`config.mk`:
```
export PLATFORM = sky130hd
export DESIGN_NAME = alu_op_decoder
export DESIGN_NICKNAME = d
export VERILOG_FILES = /design/src/rtl/alu_op_decoder.sv
export SDC_FILE = /design/constraint.sdc
export NUM_CORES = 1
export LEC_CHECK = 0
export CAP_MARGIN = 20
export CORE_MARGIN = 5
export CORE_UTILIZATION = 39
export DETAILED_ROUTE_END_ITERATION = 10
export PLACE_DENSITY = 0.85
export REMOVE_ABC_BUFFERS = 1
export SLEW_MARGIN = 5
export SYNTH_ARGS = -nofsm -noshare
export SYNTH_HDL_FRONTEND = slang
export SYNTH_SLANG_ARGS = --single-unit
export TNS_END_PERCENT = 5
```
`constraint.sdc`:
```
create_clock -name clk -period 1.6 [get_ports clk]
set_input_delay 0.24 -clock clk [delete_from_list [all_inputs] [get_ports clk]]
set_output_delay 0.24 -clock clk [all_outputs]
set_load 0.02 [all_outputs]
```
`src/rtl/alu_op_decoder.sv`:
```
// RV32I instruction to ALU control decoder.
// One registered output stage with a 1-entry skid buffer.
module alu_op_decoder #(
    parameter int WIDTH     = 32,
    parameter int CNT_WIDTH = 8
) (
    input  logic                 clk,
    input  logic                 rst_n,
    input  logic                 flush,
    input  logic                 in_valid,
    output logic                 in_ready,
    input  logic [WIDTH-1:0]     instr,
    output logic                 out_valid,
    input  logic                 out_ready,
    output logic [3:0]           alu_cntrl,
    output logic                 src_b_imm,
    output logic                 is_branch,
    output logic                 illegal,
    output logic [CNT_WIDTH-1:0] illegal_cnt
);

    typedef enum logic [3:0] {
        ALU_ADD  = 4'd0,
        ALU_SUB  = 4'd1,
        ALU_AND  = 4'd2,
        ALU_OR   = 4'd3,
        ALU_SLL  = 4'd4,
        ALU_SLT  = 4'd5,
        ALU_SLTU = 4'd6,
        ALU_XOR  = 4'd7,
        ALU_SRL  = 4'd8,
        ALU_SRA  = 4'd9
    } alu_op_e;

    typedef struct packed {
        logic [3:0] alu;
        logic       imm;
        logic       br;
        logic       ill;
    } dec_t;

    localparam logic [6:0] OPC_OP     = 7'b0110011;
    localparam logic [6:0] OPC_OPIMM  = 7'b0010011;
    localparam logic [6:0] OPC_LOAD   = 7'b0000011;
    localparam logic [6:0] OPC_STORE  = 7'b0100011;
    localparam logic [6:0] OPC_JALR   = 7'b1100111;
    localparam logic [6:0] OPC_LUI    = 7'b0110111;
    localparam logic [6:0] OPC_AUIPC  = 7'b0010111;
    localparam logic [6:0] OPC_BRANCH = 7'b1100011;
    localparam logic [6:0] OPC_JAL    = 7'b1101111;

    logic [6:0] w_opc;
    logic [2:0] w_f3;
    logic [6:0] w_f7;
    logic       w_unused;
    dec_t       w_dec;
    logic       w_accept;

    dec_t       r_or;
    logic       r_or_valid;
    dec_t       r_sk;
    logic       r_sk_valid;
    logic [CNT_WIDTH-1:0] r_cnt;

    assign w_opc    = instr[6:0];
    assign w_f3     = instr[14:12];
    assign w_f7     = instr[31:25];
    assign w_unused = ^{instr[24:15], instr[11:7]};

    // Plain funct3 to ALU op mapping shared by OP and OP-IMM.
    function automatic logic [3:0] f3_alu(input logic [2:0] f3);
        logic [3:0] op;
        op = ALU_ADD;
        case (f3)
            3'b000:  op = ALU_ADD;
            3'b001:  op = ALU_SLL;
            3'b010:  op = ALU_SLT;
            3'b011:  op = ALU_SLTU;
            3'b100:  op = ALU_XOR;
            3'b101:  op = ALU_SRL;
            3'b110:  op = ALU_OR;
            default: op = ALU_AND;
        endcase
        return op;
    endfunction

    // Combinational decode of the incoming instruction word.
    always_comb begin
        w_dec = '0;
        case (w_opc)
            OPC_OP: begin
                case (w_f3)
                    3'b000: begin
                        if (w_f7 == 7'h00)      w_dec.alu = ALU_ADD;
                        else if (w_f7 == 7'h20) w_dec.alu = ALU_SUB;
                        else                    w_dec.ill = 1'b1;
                    end
                    3'b101: begin
                        if (w_f7 == 7'h00)      w_dec.alu = ALU_SRL;
                        else if (w_f7 == 7'h20) w_dec.alu = ALU_SRA;
                        else                    w_dec.ill = 1'b1;
                    end
                    default: begin
                        if (w_f7 == 7'h00) w_dec.alu = f3_alu(w_f3);
                        else               w_dec.ill = 1'b1;
                    end
                endcase
            end
            OPC_OPIMM: begin
                w_dec.imm = 1'b1;
                case (w_f3)
                    3'b001: begin
                        if (w_f7 == 7'h00) w_dec.alu = ALU_SLL;
                        else               w_dec.ill = 1'b1;
                    end
                    3'b101: begin
                        if (w_f7 == 7'h00)      w_dec.alu = ALU_SRL;
                        else if (w_f7 == 7'h20) w_dec.alu = ALU_SRA;
                        else                    w_dec.ill = 1'b1;
                    end
                    default: w_dec.alu = f3_alu(w_f3);
                endcase
            end
            OPC_LOAD, OPC_STORE, OPC_JALR,
            OPC_LUI, OPC_AUIPC, OPC_JAL: begin
                w_dec.alu = ALU_ADD;
                w_dec.imm = 1'b1;
            end
            OPC_BRANCH: begin
                w_dec.br = 1'b1;
                case (w_f3)
                    3'b000, 3'b001: w_dec.alu = ALU_SUB;
                    3'b100, 3'b101: w_dec.alu = ALU_SLT;
                    3'b110, 3'b111: w_dec.alu = ALU_SLTU;
                    default:        w_dec.ill = 1'b1;
                endcase
            end
            default: w_dec.ill = 1'b1;
        endcase
        // Illegal ops carry no other information.
        if (w_dec.ill) begin
            w_dec.alu = ALU_ADD;
            w_dec.imm = 1'b0;
            w_dec.br  = 1'b0;
        end
    end

    assign in_ready = !r_sk_valid;
    assign w_accept = in_valid && in_ready;

    // Output register and skid buffer; OR fields zeroed whenever empty.
    always_ff @(posedge clk or negedge rst_n) begin
        if (!rst_n) begin
            r_or       <= '0;
            r_or_valid <= 1'b0;
            r_sk       <= '0;
            r_sk_valid <= 1'b0;
        end else if (flush) begin
            r_or       <= '0;
            r_or_valid <= 1'b0;
            r_sk       <= '0;
            r_sk_valid <= 1'b0;
        end else if (r_or_valid && r_sk_valid) begin
            if (out_ready) begin
                r_or       <= r_sk;
                r_sk       <= '0;
                r_sk_valid <= 1'b0;
            end
        end else if (w_accept && (!r_or_valid || out_ready)) begin
            r_or       <= w_dec;
            r_or_valid <= 1'b1;
        end else if (w_accept) begin
            r_sk       <= w_dec;
            r_sk_valid <= 1'b1;
        end else if (r_or_valid && out_ready) begin
            r_or       <= '0;
            r_or_valid <= 1'b0;
        end
    end

    // Saturating count of accepted illegal instructions.
    always_ff @(posedge clk or negedge rst_n) begin
        if (!rst_n) begin
            r_cnt <= '0;
        end else if (!flush && w_accept && w_dec.ill && (r_cnt != '1)) begin
            r_cnt <= r_cnt + 1'b1;
        end
    end

    assign out_valid   = r_or_valid;
    assign alu_cntrl   = r_or.alu;
    assign src_b_imm   = r_or.imm;
    assign is_branch   = r_or.br;
    assign illegal     = r_or.ill;
    assign illegal_cnt = r_cnt;

endmodule

```
==> results.yml <==
timing:
  skew_ns: 0.00839
  worst_pin_slew_ns: 0.366
  period_share: 1.14
  finalMaxSlewViolations: 0
  relSlewSlack: 0.754
  rsz0062_at_grt: "true"
  fmax_ghz: 0.546
  hold_viol: 0
  period_needed_ns: 1.83
  fin_ws_ns: -0.232
  setup_viol: 13
placement:
  dp_hpwl_mm: 2.88
  post-place-ws_ns: -0.765
  gp_congestion: 0.870
  port-buffer-count: 38
run_status:
  violations: "setup timing"
  outcome: "complete, but fails checks"
clock_tree:
  cts.sinks: 24
  clk_pin_slew_ns: 0.14
  cts_buffers: 3
  hold_buffers: 0
  cts_tree: "built"
  clk_path_buf_depth: 2
  clock-root-buffer: "clkbuf_4"
  cts_htree_levels: 1
  clk_latency_ns: 0.33
worst_setup_path:
  crit_path_end_kind: "register"
  critical_path_class: "primary input to register"
  crit_path_start_kind: "primary input"
  path_max_fanout: 7
  cp.arrival_ns: 2.09
  worst_ep_required_time_ns: 1.86
  reg2reg_slack_ns: -0.11
  reg2reg_from: "r_sk_valid$_DFFE_PN0P_"
  crit_start: "instr[6]"
power_and_ir_drop:
  seq_power_share: 0.458
  swShare: 0.351
  vdd_drop_max_uv: 612
  finalPower_uw: 1700
  power_per_cell_area_nw_per_um2: 757
  p_leak_uw: 0.00107
  clockPowerShare: 0.195
  p_comb_frac: 0.347
  switching_power_uw: 595
  intPower_uw: 1100
logic_synthesis:
  ys_types: 42
  syn_avg_cell_area_sq_um: 9.15
  yosysSeqAreaShare: 0.426
  ys.flop_type: "dfrtp_1"
  yosysWarningCount: 0
  synth_edf_count: 0
  netlist_instances: 154
  yosys.area.top_type: "dfrtp_1"
  netlist_top_cells_area: "dfrtp_1 43%, o21ai_0 6.4%, nand2_1 5.9%, xor2_1 5.0%, nor2_1 2.9%"
  yosys.area.top_type_share: 0.426
  async_reset_ff_frac: 1.00
  synth-seq-cells: 24
  syn_area_sq_um: 1410
cells_and_area:
  area_growth_pct: 59.1
  antenna_cells: 0
  fin_nets: 269
  mostFrequentLayoutCells: "35 x buf_4, 24 x dfrtp_1, 21 x nand2_1"
  drive_gt1_frac: 0.291
  layout_commonest_cell: "buf_4"
floorplanning:
  die_w_um: 70.1
  dieHeight_um: 70.1
  initial_core_util: 0.412
  dieArea_sq_um: 4910
  coreArea_sq_um: 3420
  rows: 21
  ios: 54
drt:
  drc: 0
  dr.first_iter.drc_count: 81
  met1_length_mm: 1.71
  drtPass1Iterations: 4
  drt-total-wl_mm: 3.85
  via_count: 1479
  top_layer: "met4"
  met3_wirelength_um: 239
  wl_met2_mm: 1.84
  vias_per_cell: 5.36
  wl_per_cell_um: 13.9
  ant_nets: 0
global_routing:
  grt_max_degree: 25
  grt_usage: 0.163
  grt_pass1_wl_mm: 6.57
  grt_pass1_vias: 1411
  antenna_found_initial: 0
  overflow: 0
run:
  timing.max_cap.violations: 0
hold_path:
  hold_class: "primary input to async pin"
-- flip-flops by register name (all words and copies together) (netlist names) --
signal and flops:
alu_cntrl 4, illegal 1, illegal_cnt 8, is_branch 1
out_valid 1, r_sk 7, r_sk_valid 1, src_b_imm 1
-- path summary, 6_finish.rpt --
path / to / cells past startpoint
worst min register to register: alu_cntrl[3]$_DFFE_PN0P_ / 2
worst max register to register: illegal_cnt[4]$_DFFE_PN0P_ / 6
worst max-delay path: illegal_cnt[4]$_DFFE_PN0P_ / 9
worst min-delay path: alu_cntrl[0]$_DFFE_PN0P_ / 2
min in group clk: src_b_imm$_DFFE_PN0P_ / 4
max in group asynchronous: illegal_cnt[2]$_DFFE_PN0P_ / 2
-- stage by stage --
step / TNS [ns] / hold WS (ns) / utilization / cells / instance area (sq um)
3_3_place_gp: -11.55 / 0.456 / 0.620 / 272 / 2120
6_report: -1.70 / 0.243 / 0.656 / 276 / 2240
2_1_floorplan: -5.91 / -0.0556 / - / 151 / 1390
4_1_cts: -2.21 / 0.255 / 0.638 / 276 / 2180
5_1_grt: -3.36 / 0.297 / 0.656 / 276 / 2240
3_5_place_dp: -12.43 / 0.482 / 0.620 / 272 / 2120
-- worst max-delay path, stage by stage --
cell	delay, ns
clkdlybuf4s50_1	0.49
and3b_2	0.21
nand2_2	0.07
o311ai_2	0.24
nor4_2	0.08
buf_4	0.18
buf_12	0.14
nor4b_4	0.25
xor2_1	0.19
-- routing by layer --
layer  global-route usage  up-vias
li1                     -      720
met4               0.0511        0
met5                    0        -
met1                0.220      703
met2                0.267       49
met3               0.0244        7
-- cell families (layout without fill, tap and decap cells) --
logic type	Yosys count	in the layout	share of synthesized area
AND/OR/NAND/NOR	64	64	0.270
AO/OA/AOI/OAI	45	45	0.202
flip-flops	24	24	0.426
buffers and inverters	11	87	0.0355
XOR/XNOR	8	8	0.0497
adder cells (fa/ha/maj)	1	1	0.00888
multiplexers	1	1	0.00799
-- cell usage after synthesis, types with 2 or more instances --
cell	count
a211oi_1	2
a21oi_1	8
a32oi_1	3
dfrtp_1	24
inv_1	8
nand2_1	22
nand2b_1	2
nand3_1	6
nor2_1	11
nor3_1	3
nor3b_1	2
nor4_1	4
nor4_2	2
o21ai_0	18
o21ai_1	3
o31ai_1	2
or3_1	2
xor2_1	8
-- area by class of cell --
class                   instances  area (sq um)
repair buffers                 75           663
clock buffers                   4          36.3
well taps                      46          57.6
inverters                       8          30.0
multi-input cells             119           853
flip-flops and latches         24           601
fillers                       265          1170
-- timing repair --
action                                  CTS  global route
hold endpoints to repair                  0             0
buffers inserted                          0             0
gates resized for setup                  24            31
endpoints found under the setup margin   31            29
pin swaps                                 7             6
-- power groups by stage --
| stage | sequential, uW | clock (uW) | combinational, uW |
|---|---|---|---|
| global placement | 780 | 0 | 578 |
| global route | 791 | 353 | 642 |
| floorplan | 859 | 0 | 162 |
| finish | 777 | 332 | 589 |
| CTS | 775 | 334 | 570 |
| detailed placement | 788 | 0 | 587 |
Note: power is estimated with default switching activity, not from simulation.
